**src/rtl/seq_match_arbiter.sv**
```systemverilog
// seq_match_arbiter: round-robin owner of a shared sequence detector; define SEQ_ARB_TIMEOUT_EN for the RUN watchdog.
module seq_match_arbiter #(
  parameter int TIMEOUT_CYC = 64,
  parameter int DONE_CODE = 4100
) (
  input  logic        clk,
  input  logic        reset,
  input  logic [3:0]  req,
  input  logic [15:0] code_in,
  input  logic [3:0]  code_valid,
  output logic [3:0]  code_ready,
  output logic [3:0]  grant,
  output logic        det_rst,
  output logic [3:0]  det_in,
  input  logic [16:0] det_state,
  output logic [3:0]  match,
  output logic [3:0]  fail,
  output logic        timeout
);
  typedef enum logic [1:0] {IDLE, ARM, RUN, DONE} state_t;
  state_t state_q, state_d;
  logic [1:0] owner_q, owner_d, last_q, last_d, pick;
  logic [3:0] cnt_q, cnt_d, grant_q, grant_d, ready_q, ready_d;
  logic [3:0] match_q, match_d, fail_q, fail_d, det_in_q, det_in_d;
  logic det_rst_q, det_rst_d, xfer, is_done, is_fall, expire, to_d;
  assign xfer = state_q == RUN && |(code_valid & ready_q);
  assign is_done = det_state == 17'(DONE_CODE);
  assign is_fall = det_state == '0 && cnt_q >= 4'd2;
  // Walk downward so the requester nearest last_owner+1 is assigned last and wins.
  always_comb begin
    pick = last_q;
    for (int k = 4; k >= 1; k--) if (req[last_q + 2'(k)]) pick = last_q + 2'(k);
  end
`ifdef SEQ_ARB_TIMEOUT_EN
  localparam int IW = $clog2(TIMEOUT_CYC + 1);
  logic [IW-1:0] idle_q, idle_d;
  logic to_q;
  assign expire = state_q == RUN && !xfer && idle_q == IW'(TIMEOUT_CYC - 1);
  assign idle_d = (state_q == RUN && !xfer) ? idle_q + IW'(1) : '0;
  assign timeout = to_q;
  always_ff @(posedge clk) begin
    idle_q <= reset ? '0 : idle_d;
    to_q <= reset ? 1'b0 : to_d;
  end
`else
  assign expire = 1'b0;
  assign timeout = 1'b0;
`endif
  always_ff @(posedge clk) begin
    if (reset) begin
      state_q <= IDLE;
      owner_q <= '0;
      last_q <= 2'd3;
      cnt_q <= '0;
      grant_q <= '0;
      ready_q <= '0;
      match_q <= '0;
      fail_q <= '0;
      det_in_q <= '0;
      det_rst_q <= 1'b1;
    end else begin
      state_q <= state_d;
      owner_q <= owner_d;
      last_q <= last_d;
      cnt_q <= cnt_d;
      grant_q <= grant_d;
      ready_q <= ready_d;
      match_q <= match_d;
      fail_q <= fail_d;
      det_in_q <= det_in_d;
      det_rst_q <= det_rst_d;
    end
  end
  always_comb begin
    state_d = state_q;
    case (state_q)
      IDLE: state_d = |req ? ARM : IDLE;
      ARM:  state_d = RUN;
      RUN:  state_d = (is_done || is_fall || expire || !req[owner_q]) ? DONE : RUN;
      DONE: state_d = IDLE;
      default: state_d = IDLE;
    endcase
  end
  // Completion outranks fall-back, which outranks the watchdog.
  always_comb begin
    owner_d = (state_q == IDLE && |req) ? pick : owner_q;
    last_d = state_q == DONE ? owner_q : last_q;
    grant_d = (state_d == ARM || state_d == RUN) ? 4'b1 << owner_d : '0;
    ready_d = state_d == RUN ? 4'b1 << owner_d : '0;
    match_d = (state_q == RUN && is_done) ? grant_q : '0;
    fail_d = (state_q == RUN && !is_done && (is_fall || expire)) ? grant_q : '0;
    to_d = state_q == RUN && !is_done && !is_fall && expire;
    det_rst_d = state_d == ARM || state_d == DONE;
    det_in_d = state_d == ARM ? '0 : xfer ? code_in[{owner_q, 2'b00} +: 4] : det_in_q;
    cnt_d = state_q == ARM ? '0 : (xfer && cnt_q != 4'hF) ? cnt_q + 4'd1 : cnt_q;
  end
  assign code_ready = ready_q;
  assign grant = grant_q;
  assign det_rst = det_rst_q;
  assign det_in = det_in_q;
  assign match = match_q;
  assign fail = fail_q;
endmodule

```
**config.mk**
```make
export PLATFORM = sky130hd
export DESIGN_NAME = seq_match_arbiter
export DESIGN_NICKNAME = d
export VERILOG_FILES = /design/src/rtl/seq_match_arbiter.sv
export SDC_FILE = /design/constraint.sdc
export NUM_CORES = 1
export LEC_CHECK = 0
export CORE_MARGIN = 5
export CORE_UTILIZATION = 40
export CTS_BUF_LIST = sky130_fd_sc_hd__clkbuf_16
export CTS_CLUSTER_DIAMETER = 80
export DETAILED_ROUTE_END_ITERATION = 8
export PLACE_DENSITY = 0.82
export SETUP_SLACK_MARGIN = 0.5
export SYNTH_ARGS = -nofsm -noshare
export SYNTH_HDL_FRONTEND = slang
export SYNTH_SLANG_ARGS = --single-unit
```
**constraint.sdc**
```tcl
create_clock -name clk -period 3.61 [get_ports clk]
set_input_delay 0.5415 -clock clk [delete_from_list [all_inputs] [get_ports clk]]
set_output_delay 0.5415 -clock clk [all_outputs]
set_load 0.01 [all_outputs]
```
==> metrics.md <==
| Metric | Value |
|---|---|
| Crit path DAT | 2820 ps |
| EDFF count, synth | 0 |
| WL final | 3700 um |
| Maximum vdd drop | 0.000474 V |
| Post-CTS sizing | 0 |
| Clk Latency, worst-skew pair | 270 ps |
| Crit path max fanout | 7 |
| Hold Path Depth | 1 |
| Pre-Repair DR Iteration Count | 4 |
| Area share of the largest cell type after synthesis | 0.405 |
| Fin util | 0.638 |
| Global-route usage over all layers | 0.156 |
| Row cnt | 22 |
| Leakage power | 0.944 nW |
| Cell count after synthesis | 149 |
| CTS Buf Count | 5 |
| Comb pwr share | 0.375 |
| Reg2Reg Capture Point | grant[0]$_SDFF_PP0_ |
| Global-route wire length before repair | 6350 um |
| Req. time, crit path | 3810 ps |
| Max incr delay on CP | 560 ps |
| Mapped Area | 1530 sq um |
| Cell count of the worst reg-to-reg path | 6 |
| Setup repair bufs after CTS | 0 |
| Full die area | 5170 sq um |
| Total number of vias | 1309 |
| Initial Utilization | 0.415 |
| Avg Cell Area, Syn | 10.3 sq um |
| CTS tree | yes |
| Antenna cells | 0 |
| Die X-Extent | 71.9 um |
| Final non-filler cell total | 263 |
| Nets@finish | 267 |
| Detail Route Antenna Nets | 0 |
| Yosys warnings | 0 |
| Slew HR | 0.547 |
| Fin. max-slew vios | 0 |
| Share of post-route cells with drive strength above 1 | 0.102 |
| RSZ-0062 raised after global routing | false |
| RR Startpoint | owner_q[1]$_SDFF_PP0_ |
| Slowest CP cell | clkdlybuf4s50_1 |
| Pint | 0.988 mW |
| Final setup vio count | 0 |
| Post-synthesis async set-or-reset flop share | 0 |
| Power share of the sequential group | 0.306 |
| Clock root cell | clkbuf_16 |
| GR Util met2 | 0.281 |
| Hold slack | 480 ps |
| Max_cap viols | 0 |
| Hold wc startpoint | grant[1]$_SDFF_PP0_ |
| Post-synthesis register bit count | 31 |
| Status | finished, final reports clean |
| CTS H-tree depth | 2 |
| Synth area leaders | dfxtp_1 (41%), ha_1 (8.2%), mux4_2 (7.4%) |
| Hold-fix buffers at CTS | 0 |
| Worst-Margin Slew | 671 ps |
| Antenna violations before repair | 0 |
| Largest net degree at the start of global routing | 14 |
| Clock power frac | 0.320 |
| Switching part of the total power | 0.317 |
| Grt met1 use | 0.180 |
| Final GP Congestion | 0.873 |
| Switching power | 0.458 mW |
| Sequential area share after synthesis | 0.405 |
| Worst Hold Class | reg2reg |
| Post-route setup TNS | 0 ps |
| Port Buf Inserts | 63 |
| Synth-to-layout area growth | 53.6% |
| Main synth FF type | dfxtp_1 |
| DR iter-0 viols | 26 |
| R2R setup slack | 1320 ps |
| Drt wl/cell | 14.1 um |
| Peak Freq | 382 MHz |
| Delay-heaviest family, CP | simple AND/OR/NAND/NOR gates |
| Grt met3 use | 0.0519 |
| DRC Markers | 0 |
| Worst Setup Path Type | in2reg |
| Gr ovfl total | 0 |
| Power per cell area | 615 nW/um^2 |
| Final Critical Period | 2620 ps |
| CTS clk-pin slew, worst paths | 50 ps |
| Fill cell count | 303 |
| Most used routing layer | met2 |
| Placed insts | 255 |
| Area leader, netlist | dfxtp_1 |
| Die H | 71.9 um |
| Synth Net Count | 202 |
| Buf/Inv on CP | 1 |
| Area of the core | 3690 sq um |
| Hpwl dp | 2960 um |
| CP startpoint kind | input pin |
| Final hold violations | 0 |
| Hold endpoint | fail[1]$_SDFF_PP0_ |
| CTS sink count | 31 |
| Setup Skew | 2.86 ps |
| Netlist cell types | 39 |
| CP Cell Sequence | clkdlybuf4s50_1 -> nor4_1 -> o221a_2 -> a21oi_1 -> ha_1 -> or2_2 -> nor3b_2 |
| Max clock buf depth | 2 |
| Vias in the first global route | 1345 |
| Final period utilization | 0.725 |
| CP Capture Type | flop |
| Top Ports | 65 |
| Vias per cell | 4.98 |
## stage by stage
stage	area [sq um]	setup slack, ps	power [mW]
after floorplan	1530	1370	0.817
after global placement	2190	794	0.972
after detailed placement	2190	723	0.984
after CTS	2350	980	1.45
after global routing	2350	707	1.54
final	2350	993	1.45
## Yosys cell counts (all sizes together), types with 2 or more instances
library cell / count
a21oi: 3
nand3: 5
buf: 4
nor2: 7
inv: 9
mux4: 5
o21ai: 4
nand2b: 3
dfxtp: 31
mux2i: 8
nor3: 11
or2: 3
nor3b: 2
or3: 2
a22o: 2
nand2: 7
nor4b: 2
o211ai: 3
and2: 8
nor4: 4
ha: 10
## registers in the layout, indices dropped and copies added (netlist names)
name and flops:
fail 4, det_rst 1, cnt_q 4, code_ready 4, last_q 2, match 4, det_in 4, state_q 2
grant 4, owner_q 2
## worst max-delay path by stage
stage | endpoint | cells past startpoint | from | slack [ps]
floorplan | grant[0]$_SDFF_PP0_ | 7 | det_state[13] | 1370
detailed placement | grant[2]$_SDFF_PP0_ | 8 | det_state[15] | 720
CTS | grant[2]$_SDFF_PP0_ | 8 | det_state[15] | 980
global placement | grant[0]$_SDFF_PP0_ | 8 | det_state[13] | 790
global route | grant[3]$_SDFF_PP0_ | 8 | det_state[15] | 710
finish | grant[0]$_SDFF_PP0_ | 7 | req[1] | 990
## layout by cell type, fill, tap and decap left out, types with 4 or more instances in the layout
cell             netlist  layout
clkdlybuf4s50_1        0      63
dfxtp_1               31      31
nor3_1                11      11
ha_1                  10      10
inv_1                  9       9
mux2i_1                8       8
and2_1                 8       8
nor2_1                 7       7
nand2_1                7       7
nand3_1                5       5
mux4_2                 5       5
clkbuf_16              0       5
nor4_1                 4       4
## metal layers
| layer | wire, um | vias to the layer above | part of all wire |
|---|---|---|---|
| met5 | 0 | - | 0 |
| met4 | 34 | 0 | 0.0092 |
| met3 | 227 | 5 | 0.061 |
| met2 | 1870 | 36 | 0.50 |
| met1 | 1570 | 600 | 0.42 |
| li1 | - | 668 | - |
## power by group through the flow
stage	Sequential, mW	Combinational (mW)	Clock [mW]
2_1_floorplan	0.427	0.390	0
3_3_place_gp	0.448	0.524	0
3_5_place_dp	0.449	0.535	0
4_1_cts	0.443	0.544	0.467
5_1_grt	0.452	0.606	0.486
6_report	0.442	0.541	0.462
## logic make-up after synthesis
logic type	Yosys count	share of synthesized area
XOR/XNOR	1	0.00572
adder cells (fa/ha/maj)	10	0.0817
buffers and inverters	14	0.0441
multiplexers	13	0.126
other	1	0.00245
AND/OR/NAND/NOR	57	0.215
flip-flops	31	0.405
AO/OA/AOI/OAI	22	0.120
## area by class of cell
class / count / area, sq um / area share
Tap cell: 48 / 60.1 / 0.0255
Multi-Input combinational cell: 104 / 843 / 0.359
Inverter: 9 / 33.8 / 0.0144
Clock buffer: 5 / 125 / 0.0532
Timing Repair Buffer: 63 / 631 / 0.268
Sequential cell: 31 / 621 / 0.264
Clock inverter: 3 / 38.8 / 0.0165
Note: power is estimated with default switching activity, not from simulation.
